===== config.mk =====
export PLATFORM = sky130hd
export DESIGN_NAME = output_bram_drainer
export DESIGN_NICKNAME = d
export VERILOG_FILES = /design/src/rtl/output_bram_drainer.sv
export SDC_FILE = /design/constraint.sdc
export NUM_CORES = 1
export LEC_CHECK = 0
export ABC_AREA = 1
export CORE_ASPECT_RATIO = 2
export CORE_MARGIN = 1
export CORE_UTILIZATION = 40
export DETAILED_ROUTE_END_ITERATION = 8
export PLACE_DENSITY = 0.69
export REMOVE_ABC_BUFFERS = 1
export SYNTH_ARGS = -nofsm -noshare
export SYNTH_HDL_FRONTEND = slang
export SYNTH_SLANG_ARGS = --single-unit
export TNS_END_PERCENT = 10

===== constraint.sdc =====
create_clock -name clk -period 3.12 [get_ports clk]
set_input_delay 0.312 -clock clk [delete_from_list [all_inputs] [get_ports clk]]
set_output_delay 0.312 -clock clk [all_outputs]
set_load 0.05 [all_outputs]

===== src/rtl/output_bram_drainer.sv =====
// Output bank drainer: reads one row across all banks, then
// serialises it bank 0..NUM_BRAMS-1 onto a valid/ready stream.
module output_bram_drainer #(
    parameter int DW        = 16,
    parameter int NUM_BRAMS = 16,
    parameter int O_ADDR_W  = 9,
    parameter int RD_LAT    = 1
) (
    input  logic                          clk,
    input  logic                          rst_n,
    input  logic                          start,
    input  logic [O_ADDR_W-1:0]           base_addr,
    input  logic [O_ADDR_W:0]             num_rows,
    output logic                          busy,
    output logic                          done,
    output logic                          ext_read_mode,
    output logic [NUM_BRAMS*O_ADDR_W-1:0] ext_read_addr_flat,
    input  logic [NUM_BRAMS*DW-1:0]       ext_read_data_flat,
    output logic [DW-1:0]                 m_tdata,
    output logic                          m_tvalid,
    input  logic                          m_tready,
    output logic                          m_tlast
);

    localparam int CW = (NUM_BRAMS > 1) ? $clog2(NUM_BRAMS) : 1;
    localparam logic [CW-1:0]       COL_LAST = CW'(NUM_BRAMS - 1);
    localparam logic [CW-1:0]       COL_ONE  = CW'(1);
    localparam logic [O_ADDR_W:0]   ROW_ONE  = (O_ADDR_W + 1)'(1);
    localparam logic [O_ADDR_W-1:0] ADDR_ONE = O_ADDR_W'(1);

    typedef enum logic [2:0] {
        IDLE,
        ISSUE,
        WAIT,
        CAPTURE,
        SEND,
        FIN
    } state_t;

    state_t                state;
    state_t                state_nx;
    logic [O_ADDR_W-1:0]   row_addr;
    logic [O_ADDR_W:0]     rows_left;
    logic [CW-1:0]         col;
    logic [1:0]            wait_cnt;
    logic [DW-1:0]         row_buf [NUM_BRAMS];
    logic                  beat;
    logic                  row_end;
    logic                  wait_end;
    logic                  reading;

    assign beat     = (state == SEND) && m_tready;
    assign row_end  = beat && (col == COL_LAST);
    assign wait_end = (int'(wait_cnt) + 2) >= RD_LAT;

    // State register
    always_ff @(posedge clk or negedge rst_n) begin
        if (!rst_n) begin
            state <= IDLE;
        end else begin
            state <= state_nx;
        end
    end

    // Next-state and output decode
    always_comb begin
        state_nx           = state;
        reading            = 1'b0;
        busy               = 1'b0;
        done               = 1'b0;
        ext_read_mode      = 1'b0;
        ext_read_addr_flat = '0;
        m_tvalid           = 1'b0;
        m_tdata            = '0;
        m_tlast            = 1'b0;
        unique case (state)
            IDLE: begin
                if (start) begin
                    state_nx = (num_rows == '0) ? FIN : ISSUE;
                end
            end
            ISSUE: begin
                reading  = 1'b1;
                state_nx = (RD_LAT > 1) ? WAIT : CAPTURE;
            end
            WAIT: begin
                reading = 1'b1;
                if (wait_end) begin
                    state_nx = CAPTURE;
                end
            end
            CAPTURE: begin
                reading  = 1'b1;
                state_nx = SEND;
            end
            SEND: begin
                reading  = 1'b1;
                m_tvalid = 1'b1;
                m_tdata  = row_buf[col];
                m_tlast  = (col == COL_LAST) && (rows_left == ROW_ONE);
                if (row_end) begin
                    state_nx = (rows_left == ROW_ONE) ? FIN : ISSUE;
                end
            end
            FIN: begin
                done     = 1'b1;
                state_nx = IDLE;
            end
            default: begin
                state_nx = IDLE;
            end
        endcase
        busy          = reading;
        ext_read_mode = reading;
        if (reading) begin
            ext_read_addr_flat = {NUM_BRAMS{row_addr}};
        end
    end

    // Row address, row count, column index and the captured row
    always_ff @(posedge clk or negedge rst_n) begin
        if (!rst_n) begin
            row_addr  <= '0;
            rows_left <= '0;
            col       <= '0;
            wait_cnt  <= '0;
            for (int k = 0; k < NUM_BRAMS; k++) begin
                row_buf[k] <= '0;
            end
        end else begin
            unique case (state)
                IDLE: begin
                    if (start) begin
                        row_addr  <= base_addr;
                        rows_left <= num_rows;
                    end
                end
                ISSUE: begin
                    wait_cnt <= '0;
                end
                WAIT: begin
                    wait_cnt <= wait_cnt + 2'd1;
                end
                CAPTURE: begin
                    col <= '0;
                    for (int k = 0; k < NUM_BRAMS; k++) begin
                        row_buf[k] <= ext_read_data_flat[k*DW +: DW];
                    end
                end
                SEND: begin
                    if (row_end) begin
                        col       <= '0;
                        rows_left <= rows_left - ROW_ONE;
                        row_addr  <= row_addr + ADDR_ONE;
                    end else if (beat) begin
                        col <= col + COL_ONE;
                    end
                end
                default: begin
                end
            endcase
        end
    end

endmodule


==> results.md <==
* CP startpoint kind: flip-flop
* Gate Count Post-Synth at 1972
* Die area at 0.0397 mm^2
* Largest net degree at the start of global routing at 179
* Hold Startpoint: ext_read_data_flat[56]
* Worst endpoint required time at 2.81 ns
* Cells on worst reg2reg path at 5
* Post-DP HPWL at 33700 um
* GPL Wtd Cong at 0.934
* Clk buf depth at 3
* Total number of vias at 13600
* Sequential area share after synthesis at 45.4%
* Seq cells post-synth at 282
* Area growth syn-to-layout at 39.0%
* Die Span Y at 281 um
* CTS Sinks at 282
* Filler cell count at 3396
* Max transition margin at 39.5%
* Die X at 141 um
* Clock skew at 0.0219 ns
* Yosys warns at 0
* Pwr dens at 1250 mW/mm^2
* Synth top area share at 45.4%
* Post-Layout Cell Count at 2771
* First-pass DRT Iterations at 5
* Gr usage total at 23.9%
* Worst min path class: in -> reg
* CP Class: reg -> out
* Hold Path Depth at 3
* Synth Cell Area at 0.0155 mm^2
* Post-DR vias/cell at 4.92
* Vias in the first global route at 14200
* Hold Path End: row_buf[200]$_DFFE_PN0P_
* Most common cell in the netlist: nor2_1
* Post-synth top cells: 369 x nor2_1, 340 x nand2_1, 282 x dfrtp_1, 223 x inv_1, 182 x nand3_1
* WL final at 47400 um
* FF-to-FF Start: state[2]$_DFFE_PN0P_
* RSZ-0062 raised after global routing: no
* Initial antenna violation count at 7
* Final Net Count at 2513
* Syn Area/Cell at 7.88 um^2
* Final Slew Violations at 0
* Finish-stage setup viols at 0
* # Post-CTS Setup Buffers at 0
* Most used DFF post-synth: dfrtp_1
* Maximum vdd drop at 1.42 mV
* Status: finished, final reports clean
* Max cap viols at 0
* Top-level port count at 444
* # rows at 101
* Initial DRC count at 752
* First-pass GRT wire length at 73000 um
* Asr flop ratio synth at 100%
* CP Capture Type: output port
* Total grt overflow at 0
* Reg2reg end: row_buf[119]$_DFFE_PN0P_
* Distinct cells, synth at 30
* Final period util at 92.5%
* CP max FO at 10
* Final Hold Viols at 0
* Leading area contributor after synthesis: dfrtp_1
* Port buffer count at 443
* Root Driver: clkbuf_16
* Final worst slack at 0.233 ns
* H-tree levels at 1
* Post-route ant nets at 0
* Clock Pin Slew Worst Setup and Hold Paths at 0.07 ns
* Tightest Pin Transition at 0.907 ns
* Fmax achieved at 0.346 GHz
* Tmin final at 2.89 ns
* Placed insts at 2716
* CTS tree: done
* Number of flops mapped to enable cells by yosys at 0
* Arr. time, crit path at 2.58 ns
* Leakage power at 10.1 nW
* Pre-CTS setup slack at 0.779 ns
* Initial core utilization at 40.7%
* Core box area at 0.0382 mm^2
* R2R Setup Slk at 0.71 ns
* Remaining DRCs at 0
* Fraction of layout cells with a size suffix above 1 at 16.8%
* Top cells by area, synth: dfrtp_1 45%, nor2_1 8.9%, nand2_1 8.2%
* WL per Instance at 17.1 um
* CTS Buf Count at 26
* Clock latency on the worst-skew pair at 0.55 ns
-- cells in the final DEF, fill, tap and decap left out, drive strengths merged --
| master | n |
|---|---|
| dfrtp | 282 |
| xor2 | 2 |
| nor3 | 3 |
| clkinvlp | 2 |
| nand3b | 1 |
| buf | 194 |
| mux2 | 64 |
| o21ai | 27 |
| diode | 6 |
| nand2 | 342 |
| clkdlybuf4s50 | 280 |
| nor2 | 371 |
| dlygate4sd3 | 1 |
| ha | 4 |
| a21oi | 213 |
| clkinv | 6 |
| or2 | 2 |
| bufinv | 2 |
| nand3 | 183 |
| inv | 228 |
| clkbuf | 38 |
| nand4 | 5 |
-- cell type report --
cell class	count	area (um^2)	share of cell area, %
antenna	6	15.0	0.0695
clock buffer	38	767	3.55
clock inverter	10	105	0.487
inverter	228	856	3.96
multi-input combinational	1217	5930	27.5
sequential	282	7070	32.7
tap	515	644	2.98
timing repair buffer	475	6210	28.7
-- worst max-delay path by stage --
stage,start,to,cells past startpoint
6_report,state[2]$_DFFE_PN0P_,ext_read_mode,6
4_1_cts,col[1]$_DFFE_PN0P_,m_tdata[2],6
3_3_place_gp,col[1]$_DFFE_PN0P_,m_tdata[2],6
3_5_place_dp,col[1]$_DFFE_PN0P_,m_tdata[2],6
5_1_grt,state[0]$_DFFE_PN0P_,ext_read_mode,6
2_1_floorplan,state[2]$_DFFE_PN0P_,ext_read_addr_flat[0],5
-- metal layers --
metal,share of wire [%],global-route usage (%),vias up
met2,52,43.6,578
li1,-,-,6511
met5,0.023,0,-
met1,34,24.0,6404
met3,6.6,4.11,151
met4,7.3,17.9,2
-- through the flow --
| stage | util (%) | power (W) | TNS [ns] | hold slack (ns) | cell area, um^2 |
|---|---|---|---|---|---|
| 6_report | 56.6 | 0.0269 | 0 | 0.343 | 21600 |
| 5_1_grt | 56.6 | 0.0285 | 0 | 0.340 | 21600 |
| 4_1_cts | 56.5 | 0.0271 | 0 | 0.316 | 21600 |
| 3_5_place_dp | 54.2 | 0.0237 | 0 | 0.391 | 20700 |
| 3_3_place_gp | 54.2 | 0.0234 | 0 | 0.379 | 20700 |
| 2_1_floorplan | - | 0.0109 | -5024.86 | 0.0164 | 13800 |
-- report_power, final --
group          internal [W]  switching, W  total (W)
sequential          0.00549      0.000741    0.00623
clock               0.00187       0.00142    0.00329
combinational       0.00718        0.0102     0.0174
-- logic make-up after synthesis --
group,synth area share [%]
simple gates,23.7
buf+inv,16.5
flops,45.4
compound gates,9.28
mux,4.64
fa+ha+maj,0.322
xor+xnor,0.113
-- flip-flops by register name (all words and copies together) (netlist names) --
| signal | cells |
|---|---|
| col | 4 |
| row_buf | 256 |
| row_addr | 9 |
| state | 3 |
| rows_left | 10 |
-- critical path, cell delays in order (launching register included) --
cell	delay, ns
dfrtp_1	0.49
inv_2	0.15
o21ai_0	0.13
nor2_1	0.24
nor2_4	0.12
inv_1	0.09
clkdlybuf4s50_1	0.81
-- timing repair --
item	in CTS	in global routing
resized for setup	0	1
endpoints found under the setup margin	0	1
hold endpoints to repair	83	0
hold buffers	1	0
(Power assumes the default switching activity.)
